`src/rtl/dsp_result_collector.sv`:
```
// Result collector behind a pipelined DSP slice: tracks in-flight ops, captures/scales P, buffers in a credit-guarded FIFO.
// Optional saturation is enabled by defining DSP_RESULT_COLLECTOR_SAT_EN (default build truncates).
module dsp_result_collector #(
  parameter int PIPE_DEPTH = 2,
  parameter int SHIFT      = 0,
  parameter int OUT_WIDTH  = 24,
  parameter int FIFO_DEPTH = 4
) (
  input  logic                            clk_i,
  input  logic                            rst_i,
  input  logic                            issue_valid_i,
  output logic                            issue_ready_o,
  input  logic [47:0]                     p_i,
  input  logic                            carryout_i,
  output logic [OUT_WIDTH-1:0]            dout_o,
  output logic                            dout_carry_o,
  output logic                            dout_valid_o,
  input  logic                            dout_ready_i,
  output logic [$clog2(FIFO_DEPTH):0]     level_o,
  output logic                            sat_flag_o
);
  localparam int AW = $clog2(FIFO_DEPTH);
  localparam int CW = AW + 1;

  logic [PIPE_DEPTH-1:0] inflight_q, inflight_d;
  logic [OUT_WIDTH:0]    mem_q [FIFO_DEPTH];
  logic [AW-1:0]         wr_ptr_q, wr_ptr_d, rd_ptr_q, rd_ptr_d;
  logic [CW-1:0]         level_q, level_d, credits_q, credits_d;
  logic                  accept, capture, pop;
  logic [OUT_WIDTH-1:0]  scaled;
  logic                  sat_hit;

  assign accept  = issue_valid_i && (credits_q != '0);
  assign capture = inflight_q[PIPE_DEPTH-1];
  assign pop     = dout_ready_i && (level_q != '0);

  generate
    if (PIPE_DEPTH == 1) begin : g_pipe1
      assign inflight_d = accept;
    end else begin : g_pipen
      assign inflight_d = {inflight_q[PIPE_DEPTH-2:0], accept};
    end
  endgenerate

`ifdef DSP_RESULT_COLLECTOR_SAT_EN
  logic signed [47:0] s;
  assign s = $signed(p_i) >>> SHIFT;
  generate
    if (OUT_WIDTH == 48) begin : g_nosat
      assign sat_hit = 1'b0;
      assign scaled  = s[OUT_WIDTH-1:0];
    end else begin : g_sat
      // In range only if every bit from the sign bit of the result upward matches.
      logic [48-OUT_WIDTH:0] top;
      assign top     = s[47:OUT_WIDTH-1];
      assign sat_hit = !((&top) || !(|top));
      assign scaled  = !sat_hit ? s[OUT_WIDTH-1:0] :
                       s[47]    ? {1'b1, {(OUT_WIDTH-1){1'b0}}} : {1'b0, {(OUT_WIDTH-1){1'b1}}};
    end
  endgenerate
`else
  assign sat_hit = 1'b0;
  assign scaled  = OUT_WIDTH'($signed(p_i) >>> SHIFT);
`endif

  always_comb begin
    wr_ptr_d  = wr_ptr_q;
    rd_ptr_d  = rd_ptr_q;
    level_d   = level_q;
    credits_d = credits_q;
    if (capture) wr_ptr_d = wr_ptr_q + 1'b1;
    if (pop)     rd_ptr_d = rd_ptr_q + 1'b1;
    level_d   = level_q + CW'(capture) - CW'(pop);
    credits_d = credits_q - CW'(accept) + CW'(pop);
  end

  always_ff @(posedge clk_i) begin
    if (rst_i) begin
      inflight_q <= '0;
      wr_ptr_q   <= '0;
      rd_ptr_q   <= '0;
      level_q    <= '0;
      credits_q  <= CW'(FIFO_DEPTH);
      for (int i = 0; i < FIFO_DEPTH; i++) mem_q[i] <= '0;
    end else begin
      inflight_q <= inflight_d;
      wr_ptr_q   <= wr_ptr_d;
      rd_ptr_q   <= rd_ptr_d;
      level_q    <= level_d;
      credits_q  <= credits_d;
      if (capture) mem_q[wr_ptr_q] <= {carryout_i, scaled};
    end
  end

`ifdef DSP_RESULT_COLLECTOR_SAT_EN
  logic sat_flag_q;
  always_ff @(posedge clk_i) begin
    if (rst_i)                  sat_flag_q <= 1'b0;
    else if (capture && sat_hit) sat_flag_q <= 1'b1;
  end
  assign sat_flag_o = sat_flag_q;
`else
  assign sat_flag_o = 1'b0;
`endif

  assign issue_ready_o = (credits_q != '0);
  assign dout_o        = mem_q[rd_ptr_q][OUT_WIDTH-1:0];
  assign dout_carry_o  = mem_q[rd_ptr_q][OUT_WIDTH];
  assign dout_valid_o  = (level_q != '0);
  assign level_o       = level_q;
endmodule

```
`config.mk`:
```
export PLATFORM = sky130hd
export DESIGN_NAME = dsp_result_collector
export DESIGN_NICKNAME = d
export VERILOG_FILES = /design/src/rtl/dsp_result_collector.sv
export SDC_FILE = /design/constraint.sdc
export NUM_CORES = 1
export LEC_CHECK = 0
export CAP_MARGIN = 20
export CORE_MARGIN = 2
export CORE_UTILIZATION = 50
export CTS_CLUSTER_SIZE = 40
export DETAILED_ROUTE_END_ITERATION = 8
export MAX_ROUTING_LAYER = met4
export PLACE_DENSITY_LB_ADDON = 0.12
export SYNTH_ARGS = -nofsm -noshare
export SYNTH_HDL_FRONTEND = slang
export SYNTH_SLANG_ARGS = --single-unit
```
`constraint.sdc`:
```
create_clock -name clk_i -period 2.3 [get_ports clk_i]
set_input_delay 0.575 -clock clk_i [delete_from_list [all_inputs] [get_ports clk_i]]
set_output_delay 0.575 -clock clk_i [all_outputs]
set_load 0.005 [all_outputs]
```
* Word-level counts from Yosys, hierarchy flattened
Memories as Yosys holds them, arrays and structs flattened. A register that Yosys moved wholly into a read port is not among the register bits. Cells that the tools add are included.
Operators by class: $add $sub $neg 6, muxes and demuxes 10, reductions and logical operators 5
Operators by type and width (count):
- two-way mux 25 bit | 1
- OR reduction 25 bit | 1
- adder 3 x 1 -> 3 bit | 2
- two-way mux 1 bit | 6
- two-way mux 2 bit | 3
- nonzero test 3 bit | 2
- subtractor 3 x 1 -> 3 bit | 2
- adder 2 x 1 -> 2 bit (second input constant) | 2
- logical AND 1 bit | 2
Storage, ports and cells: flip-flop bits (word level) 12, RAM bits 100, bits of input ports 53, output and inout bits 31, logic and storage cells 27, memories 1
Memories:
- mem_q | words 4, bits a word 25, rd ports 1, clocked after memory_dff 1, write ports 4, RTL line 26 | logic [OUT_WIDTH:0] mem_q [FIFO_DEPTH];

* Logic depth before layout (Yosys ltp)
Gate-level depths: netlist of the first run.
depth after elaboration 5, gate-level depth with buffers 9, depth with buffers taken out 8

* Worst setup path before layout of the first run
OpenSTA, ideal clock, no wires.
path kind input to register, start point in dout_ready_i, end point reg credits_q[2], library setup time 120 ps, data arrival time 1994 ps, required time 2180 ps, slack 186 ps, stages on the path 8, path buffers 0, cell sequence o31a_1 -> inv_1 -> ha_1 -> inv_1 -> ha_1 -> fa_1 -> xnor3_1 -> or2_1
Between the ends: longest elaborated chain between the ends 2
RTL lines:
- from (decl) | RTL line 18 | input logic dout_ready_i,
- logical AND 1 bit | RTL line 35 | assign pop = dout_ready_i && (level_q != '0);
- adder 3 x 1 -> 3 bit | RTL line 74 | credits_d = credits_q - CW'(accept) + CW'(pop);
- to (signal assigned) | RTL line 83 | credits_q <= CW'(FIFO_DEPTH);
- to (signal assigned) | RTL line 90 | credits_q <= credits_d;
- to (decl) | RTL line 28 | logic [CW-1:0] level_q, level_d, credits_q, credits_d;
Every way passes these cells. A chain may end at the register's enable or synchronous reset.

==> flow_summary.ini, run 1 <==
[sta]
layout_min_cycle_time_ns = 2.356
rsz0062_at_grt = true
worst_pin_slew_ns = 1.035
setup_viol = 16
fin_crit_sh_pct = 102.4
fmax_mhz = 424.4
slew-limit-headroom_pct = 30.71
setup_tns_ns = -0.3112
hold_ws_ns = 0.4676
finalHoldViolCount = 0
setup_slack_ns = -0.05634
finalMaxSlewViolations = 0
clock_skew_ns = 0.01027

[min_path]
hp-class = reg2reg

[power]
power_density_nw_per_um2 = 982.1
irDropWorstVdd_mv = 0.5257
fin_total_pwr_mw = 6.305
p_leak_nw = 2.464

[route]
wire_per_inst_um = 17.33
viasPerCell = 5.095
drt_pass1_iterations = 4
dr.first_iter.drc_count = 125
vias = 2731
wirelength_mm = 9.287
ant_nets = 0
post-route-drc-count = 0

[outcome]
status = finished with violations
violations = setup timing

[yosys]
synth_area_leaders = edfxtp_1, and2_1, mux4_2
synth_seq_cells = 114
synthArstFlopShare_pct = 0
synth.avg_cell_area_um2 = 16.38
ys_top_cells_by_count = and2_1, edfxtp_1, mux4_2
synth_compound_area_share_pct = 0.9955
synthMuxAreaShare_pct = 11.87
yosysTopAreaCell = edfxtp_1
synthSimpleGateAreaFrac_pct = 15.73
synthXorXnorAreaFrac_pct = 1.070
synth_fa_ha_area_share_pct = 1.792
synth_top_cell_area_share_pct = 59.73
netlist_area_um2 = 5027
yosysWarnings = 0
synth-main-ff-cell = edfxtp_1
ys_seq_area_share_pct = 65.31
syn_nets = 366
synth_edf_count = 100
synth_top_family_by_area = simple AND/OR/NAND/NOR gates
synth_cells = 307
yosysUniqueCellTypes = 30

[finish]
drive_gt1_share_pct = 28.29
postLayoutCellArea_um2 = 6420
fillers = 719
final_core_util_pct = 65.68
diodes = 0
nets = 449
syn2layout_area_growth_pct = 27.70
instances_no_fill = 536

[cts]
clockBufferDepth = 2
path_clk_slew_ns = 0.06
cts_sinks = 114
ctsHtreeMaxLevel = 4
cts_buffers = 17
cts_tree = built
postCtsHoldBufs = 0
worstSkewPairLatency_ns = 0.50
cts_root_buffer = clkbuf_8

[floorplanning]
die-area_um2 = 10870
die_x_um = 104.3
start_util_pct = 51.43
die_h_um = 104.3
core_area_um2 = 9774
rows = 36
ios = 84

[worst_setup_path]
cp_common_cell = buf_12
path_cells = buf_12 > buf_12 > mux4_2 > buf_2
crit_type = reg2out
end_kind = output port
path_max_fanout = 4
critPathRequiredTime_ns = 1.73
startpoint_type = flip-flop
reg2reg_setup_slack_ns = 0.25
slowest_delay_ns = 0.50
arrival_ns = 1.78
cp_slowest_cell = mux4_2

[placed_design]
place_inst = 498
gp_congestion = 0.7075
dp_hpwl_mm = 5.582
postPlaceCellArea_um2 = 5873
io_buffers = 58
pre_cts_slack_ns = -0.3042

[global_routing]
grt_pass1_wl_mm = 15.15
antenna_found_initial = 0
grt_max_degree = 26
grt_pass1_vias = 2961
grt-ovfl-total = 0
gr-usage-all-layers_pct = 19.30

[run]
drv_cap = 0
cell families (layout without fill, tap and decap cells):
logic type / count (synthesis) / in the layout
xor+xnor: 3 / 3
fa+ha+maj: 6 / 6
simple gates: 123 / 123
other cells: 1 / 1
buf+inv: 26 / 122
flops: 114 / 114
mux: 28 / 28
compound gates: 6 / 6
final timing paths:
| path | depth (start not counted) | endpoint | start |
|---|---|---|---|
| max | 4 | dout_o[5] | flip-flop |
| min | 1 | inflight_q[1] | inflight_q[0] |
| max reg2reg | 9 | level_o[2] | level_o[2] |
| min reg2reg | 1 | inflight_q[1] | inflight_q[0] |
cells in the final DEF (no fill, tap or decap), drive strengths merged:
cell type,synthesis,layout
and2,100,100
edfxtp,100,100
buf,17,50
clkdlybuf4s50,0,32
mux4,25,25
clkbuf,2,18
dfxtp,14,14
inv,7,8
nor2b,8,8
nor2,5,5
clkinvlp,0,5
clkinv,0,5
ha,4,4
or2,3,3
bufinv,0,3
mux2,3,3
o31a,2,2
or3,2,2
and4bb,2,2
xnor3,2,2
fa,2,2
nand3b,1,1
nand2b,1,1
a31o,1,1
nor4b,1,1
xnor2,1,1
o311ai,1,1
a21bo,1,1
a21oi,1,1
conb,1,1
dlymetal6s2s,0,1
flip-flops by register name, indices dropped and copies added, names as in the netlist, named ones only:
signal      flops
wr_ptr_q        2
rd_ptr_q        2
mem_q         100
level_o         3
inflight_q      2
credits_q       3
power breakdown:
| group | switching [mW] | internal, mW | total [mW] |
|---|---|---|---|
| Clock | 0.887 | 1.64 | 2.53 |
| Sequential | 0.103 | 2.41 | 2.51 |
| Combinational | 0.470 | 0.797 | 1.27 |
| Total | 1.46 | 4.85 | 6.31 |
timing repair:
item	in CTS	in global routing
endpoints found under the hold margin	0	0
pin swaps	0	0
endpoints found under the setup margin	26	26
gates cloned	2	0
buffers inserted	7	0
gates resized for setup	106	2
final cells by class:
class | instances | area [um^2] | area share, %
tap | 133 | 166.4 | 2.592
clock buffer | 18 | 417.9 | 6.509
inverter | 7 | 26.28 | 0.4093
multi-input combinational | 167 | 1585 | 24.69
clock inverter | 14 | 163.9 | 2.553
timing repair buffer | 83 | 772.0 | 12.02
sequential | 114 | 3288 | 51.22
critical path, delay by kind of cell (launching register included):
family                 cells  cell delay (ns)
muxes                      1             0.50
buffers and inverters      3             0.38
DFF                        1             0.40
routing by layer:
layer  GRT usage, %  wire [um]
met5              -          0
met4          5.695         61
met3          5.827        356
met2          32.07       4971
met1          22.85       3897
No activity file was read; power rests on OpenSTA's default activity.
==> run 2, diff against run 1 <==
PLACE_DENSITY = 0.84   (was unset)
PLACE_DENSITY_LB_ADDON = unset   (was 0.12)
==> run 2 against run 1 <==
  * The run still ends with setup timing left
  * First-iteration DRC count up 15%
  * Sequential share of layout area down 1.0 points
  * Final area rose by 2.1%
  * Global-route usage rose by 2.2 points
  * Power up 6.1%
  * Final cell count is 0.37% higher
  * Utilization increased by 1.4 points
  * Critical path type unchanged
==> flow_summary.ini, run 2 (synthesized netlist as in run 1, its figures left out) <==
[cts]
cts_buffers = 17
cts_tree = built
clockBufferDepth = 2
cts_root_buffer = clkbuf_8
worstSkewPairLatency_ns = 0.51
ctsHtreeMaxLevel = 4
path_clk_slew_ns = 0.06
postCtsHoldBufs = 0
cts_sinks = 114

[worst_setup_path]
startpoint_type = flip-flop
end_kind = output port
critPathRequiredTime_ns = 1.73
path_max_fanout = 4
crit_type = reg2out
arrival_ns = 1.83
rr_startpoint = level_o[2]

[route]
wire_per_inst_um = 19.53
wirelength_mm = 10.51
ant_nets = 0
vias = 2848
drt_pass1_iterations = 4
post-route-drc-count = 0
dr.first_iter.drc_count = 144
viasPerCell = 5.294

[placed_design]
gp_congestion = 0.7019
dp_hpwl_mm = 5.762
place_inst = 495
io_buffers = 58

[min_path]
hp-class = reg2reg
hold_path.startpoint = inflight_q[0]

[sta]
layout_min_cycle_time_ns = 2.410
finalMaxSlewViolations = 0
rsz0062_at_grt = true
fmax_mhz = 415.0
hold_ws_ns = 0.4445
finalHoldViolCount = 0
clock_skew_ns = 0.01358
slew-limit-headroom_pct = 28.98
setup_slack_ns = -0.1097
setup_viol = 19
worst_pin_slew_ns = 1.061
fin_crit_sh_pct = 104.8

[floorplanning]
die-area_um2 = 10870
die_x_um = 104.3
ios = 84
rows = 36
die_h_um = 104.3
core_area_um2 = 9774
start_util_pct = 51.43

[global_routing]
grt_pass1_vias = 3093
gr-usage-all-layers_pct = 21.52
antenna_found_initial = 0
grt_pass1_wl_mm = 16.58
grt_max_degree = 26
grt-ovfl-total = 0

[finish]
nets = 452
syn2layout_area_growth_pct = 30.36
final_cell_mix = and2_1, edfxtp_1, clkdlybuf4s50_1
drive_gt1_share_pct = 28.15
largest_register_ffs = 100
final_core_util_pct = 67.05
top_register = mem_q
instances_no_fill = 538
diodes = 0

[power]
irDropWorstVdd_mv = 0.5871
p_leak_nw = 2.525
power_density_nw_per_um2 = 1021

[outcome]
status = finished with violations
violations = setup timing

[run]
drv_cap = 0
==> run 2: cell types whose count changed in the layout (fill, tap and decap cells not counted) <==
cell | previous run | this run
buf_12 | 9 | 11
buf_2 | 24 | 19
buf_4 | 14 | 9
buf_6 | 3 | 13
buf_8 | 0 | 1
bufinv_16 | 3 | 5
clkbuf_1 | 1 | 2
clkinv_1 | 1 | 2
clkinvlp_4 | 5 | 1
inv_6 | 1 | 0
==> run 2: report_power, final <==
group | total [mW] | switching, mW | internal, mW
clock network | 2.71 | 0.864 | 1.85
logic | 1.46 | 0.524 | 0.935
registers | 2.52 | 0.113 | 2.41
total | 6.69 | 1.50 | 5.19
==> run 2: worst paths after layout <==
kind	end	cells after the start	slack (ns)
worst min-delay path	inflight_q[1]	1	0.44
worst max-delay path	dout_o[14]	4	-0.11
worst min register to register	inflight_q[1]	1	0.44
worst max register to register	level_o[2]	9	0.24
==> run 2: layer usage <==
layer	GRT usage (%)	routed length (um)	up-vias	part of all wire [%]
met3	5.890	568	10	5.4
met4	9.266	133	0	1.3
met1	23.89	4131	1449	39
li1	-	-	1296	-
met2	36.55	5675	93	54
met5	-	0	-	0
==> run 2: critical path, stage by stage, from the launching register on <==
cell	delay, ns
dfxtp_4	0.42
buf_12	0.13
buf_8	0.10
mux4_2	0.54
buf_6	0.14
==> run 2: area by class of cell <==
| type | count | area (um^2) |
|---|---|---|
| flip-flops and latches | 114 | 3288 |
| repair buffers | 86 | 877.1 |
| well taps | 133 | 166.4 |
| fillers | 648 | 3221 |
| clock inverters | 12 | 188.9 |
| inverters | 7 | 26.28 |
| clock buffers | 19 | 421.7 |
| multi-input cells | 167 | 1585 |
==> run 2: stage by stage <==
stage	cell area, um^2	TNS (ns)	worst slack [ns]	power [mW]
after floorplan	5027	0	0.1857	3.245
after global placement	5876	-2.099	-0.2915	3.851
after detailed placement	5876	-2.413	-0.3166	3.892
after CTS	6514	-1.890	-0.1171	6.692
after global routing	6554	-2.467	-0.1696	6.961
final	6554	-1.314	-0.1097	6.693
==> run 2: timing repair <==
| action | in CTS | in global routing |
|---|---|---|
| resized for setup | 108 | 11 |
| setup buffers | 10 | 2 |
| setup endpoints to repair | 26 | 26 |
| endpoints found under the hold margin | 0 | 0 |
| pin swaps | 0 | 0 |
| gates cloned | 1 | 0 |
==> run 3, diff against run 2 <==
CTS_BUF_LIST = sky130_fd_sc_hd__clkbuf_8   (was unset)
CTS_CLUSTER_DIAMETER = 100   (was unset)
HOLD_SLACK_MARGIN = 0.08   (was unset)
==> run 3 against run 2 <==
  * Sequential cell count is the same
  * Largest power group is now registers
  * Critical path depth is the same
  * Wire length shrank 3.2%
  * Power shrank 12%
  * Critical endpoint is now dout_o[15]
  * Fmax grew 3.8%
  * The flow still finishes with violations (setup timing)
==> flow_summary.ini, run 3 (synthesized netlist as in run 1, its figures left out) <==
[sta]
finalHoldViolCount = 0
clock_skew_ns = 0.01360
setup_viol = 4
layout_min_cycle_time_ns = 2.322
rsz0062_at_grt = true
slew-limit-headroom_pct = 27.76
finalMaxSlewViolations = 0
worst_pin_slew_ns = 1.079
fin_crit_sh_pct = 101.0
setup_slack_ns = -0.02204
fmax_mhz = 430.7

[worst_setup_path]
crit_family = multiplexers
startpoint_type = flip-flop
slowest_delay_ns = 0.52
rr_startpoint = level_o[1]
path_cells = buf_12 > buf_4 > mux4_2 > buf_2
cp.buffers_inverters = 3
path_max_fanout = 6
cp_num_cells = 4
critPathRequiredTime_ns = 1.73
r2r_cells = 9
arrival_ns = 1.75
timing.rr.end = level_o[2]
end_kind = output port
cp_slowest_cell = mux4_2
reg2reg_setup_slack_ns = 0.19
crit_type = reg2out

[cts]
cts_tree = built
ctsHtreeMaxLevel = 4
path_clk_slew_ns = 0.07
cts_root_buffer = clkbuf_8
postCtsHoldBufs = 0
worstSkewPairLatency_ns = 0.41
clockBufferDepth = 2
cts_sinks = 114
cts_buffers = 17

[floorplanning]
start_util_pct = 51.43
die_h_um = 104.3
rows = 36
ios = 84
die_x_um = 104.3
core_area_um2 = 9774
die-area_um2 = 10870

[finish]
nets = 448
drive_gt1_share_pct = 27.18
largest_register_ffs = 100
multi_input_area_um2 = 1585
fillers = 688
final_core_util_pct = 64.39
instances_no_fill = 534
syn2layout_area_growth_pct = 25.19
final_cell_mix = and2_1, edfxtp_1, clkdlybuf4s50_1
seqCellArea_um2 = 3287
diodes = 0
top_register = mem_q

[route]
wire_per_inst_um = 19.06
viasPerCell = 5.287
dr.first_iter.drc_count = 171
drt_pass1_iterations = 4
vias = 2823
ant_nets = 0
post-route-drc-count = 0
wirelength_mm = 10.18

[power]
fin_total_pwr_mw = 5.917
power_density_nw_per_um2 = 940.1
irDropWorstVdd_mv = 0.5782
p_leak_nw = 2.408

[min_path]
hold_path.startpoint = inflight_q[0]
min_path_cells = 1
hold_path_end = inflight_q[1]
hp-class = reg2reg

[global_routing]
grt_pass1_wl_mm = 16.17
use_met3_pct = 5.639
grt_max_degree = 26
grt-busiest-layer = met2
antenna_found_initial = 0
grt_pass1_vias = 3161
use_met2_pct = 35.67
gr-usage-all-layers_pct = 20.70
use_met1_pct = 22.53
grt-ovfl-total = 0

[placed_design]
gp_congestion = 0.7019
io_buffers = 58
dp_hpwl_mm = 5.762
place_inst = 495

[run]
drv_cap = 0

[outcome]
violations = setup timing
status = finished with violations
==> run 3: cell types whose count changed in the layout (fill, tap and decap cells not counted), moves of 2 or more <==
cell,change
buf_12,+2
buf_4,+2
buf_6,-13
clkbuf_1,-2
clkbuf_16,-16
clkbuf_2,+5
clkbuf_8,+16
inv_1,+2
==> run 3: cell type report <==
class | count | area share [%]
clock inverter | 14 | 3.121
tap | 133 | 2.644
multi-input combinational | 167 | 25.19
clock buffer | 17 | 3.718
timing repair buffer | 82 | 12.68
inverter | 7 | 0.4175
sequential | 114 | 52.23
==> run 3: worst max path at each step <==
| stage | start | endpoint | slack [ns] |
|---|---|---|---|
| 2_1_floorplan | dout_ready_i | credits_q[2] | 0.19 |
| 3_3_place_gp | dout_ready_i | credits_q[2] | -0.29 |
| 3_5_place_dp | dout_ready_i | credits_q[2] | -0.32 |
| 5_1_grt | flip-flop | dout_o[8] | -0.05 |
| 6_report | flip-flop | dout_o[15] | -0.02 |
| 4_1_cts | flip-flop | dout_o[8] | -0.03 |
==> run 3: timing repair <==
action | CTS | global route
hold endpoints to repair | 0 | 0
cloned | 1 | 0
setup buffers | 8 | 0
resized for setup | 92 | 5
setup endpoints to repair | 25 | 22
==> run 3: stage by stage <==
step                      hold WS (ns)  setup slack [ns]  TNS (ns)  cell area (um^2)
final                           0.4496          -0.02204  -0.04480              6294
after global routing            0.4759          -0.05369   -0.3418              6294
after CTS                       0.4520          -0.02841   -0.1064              6346
after detailed placement        0.4347           -0.3166    -2.413              5876
after global placement          0.4168           -0.2915    -2.099              5876
after floorplan                 0.4138            0.1857         0              5027
==> run 3: per-layer routing <==
| layer | part of all wire [%] | up-vias |
|---|---|---|
| met3 | 5.6 | 15 |
| met5 | 0 | - |
| met4 | 2.0 | 0 |
| met2 | 54 | 97 |
| li1 | - | 1281 |
| met1 | 38 | 1430 |
==> run 3: where the power goes <==
part / switching (mW) / internal (mW)
sequential: 0.110 / 2.41
clock: 0.765 / 1.26
combinational: 0.508 / 0.863
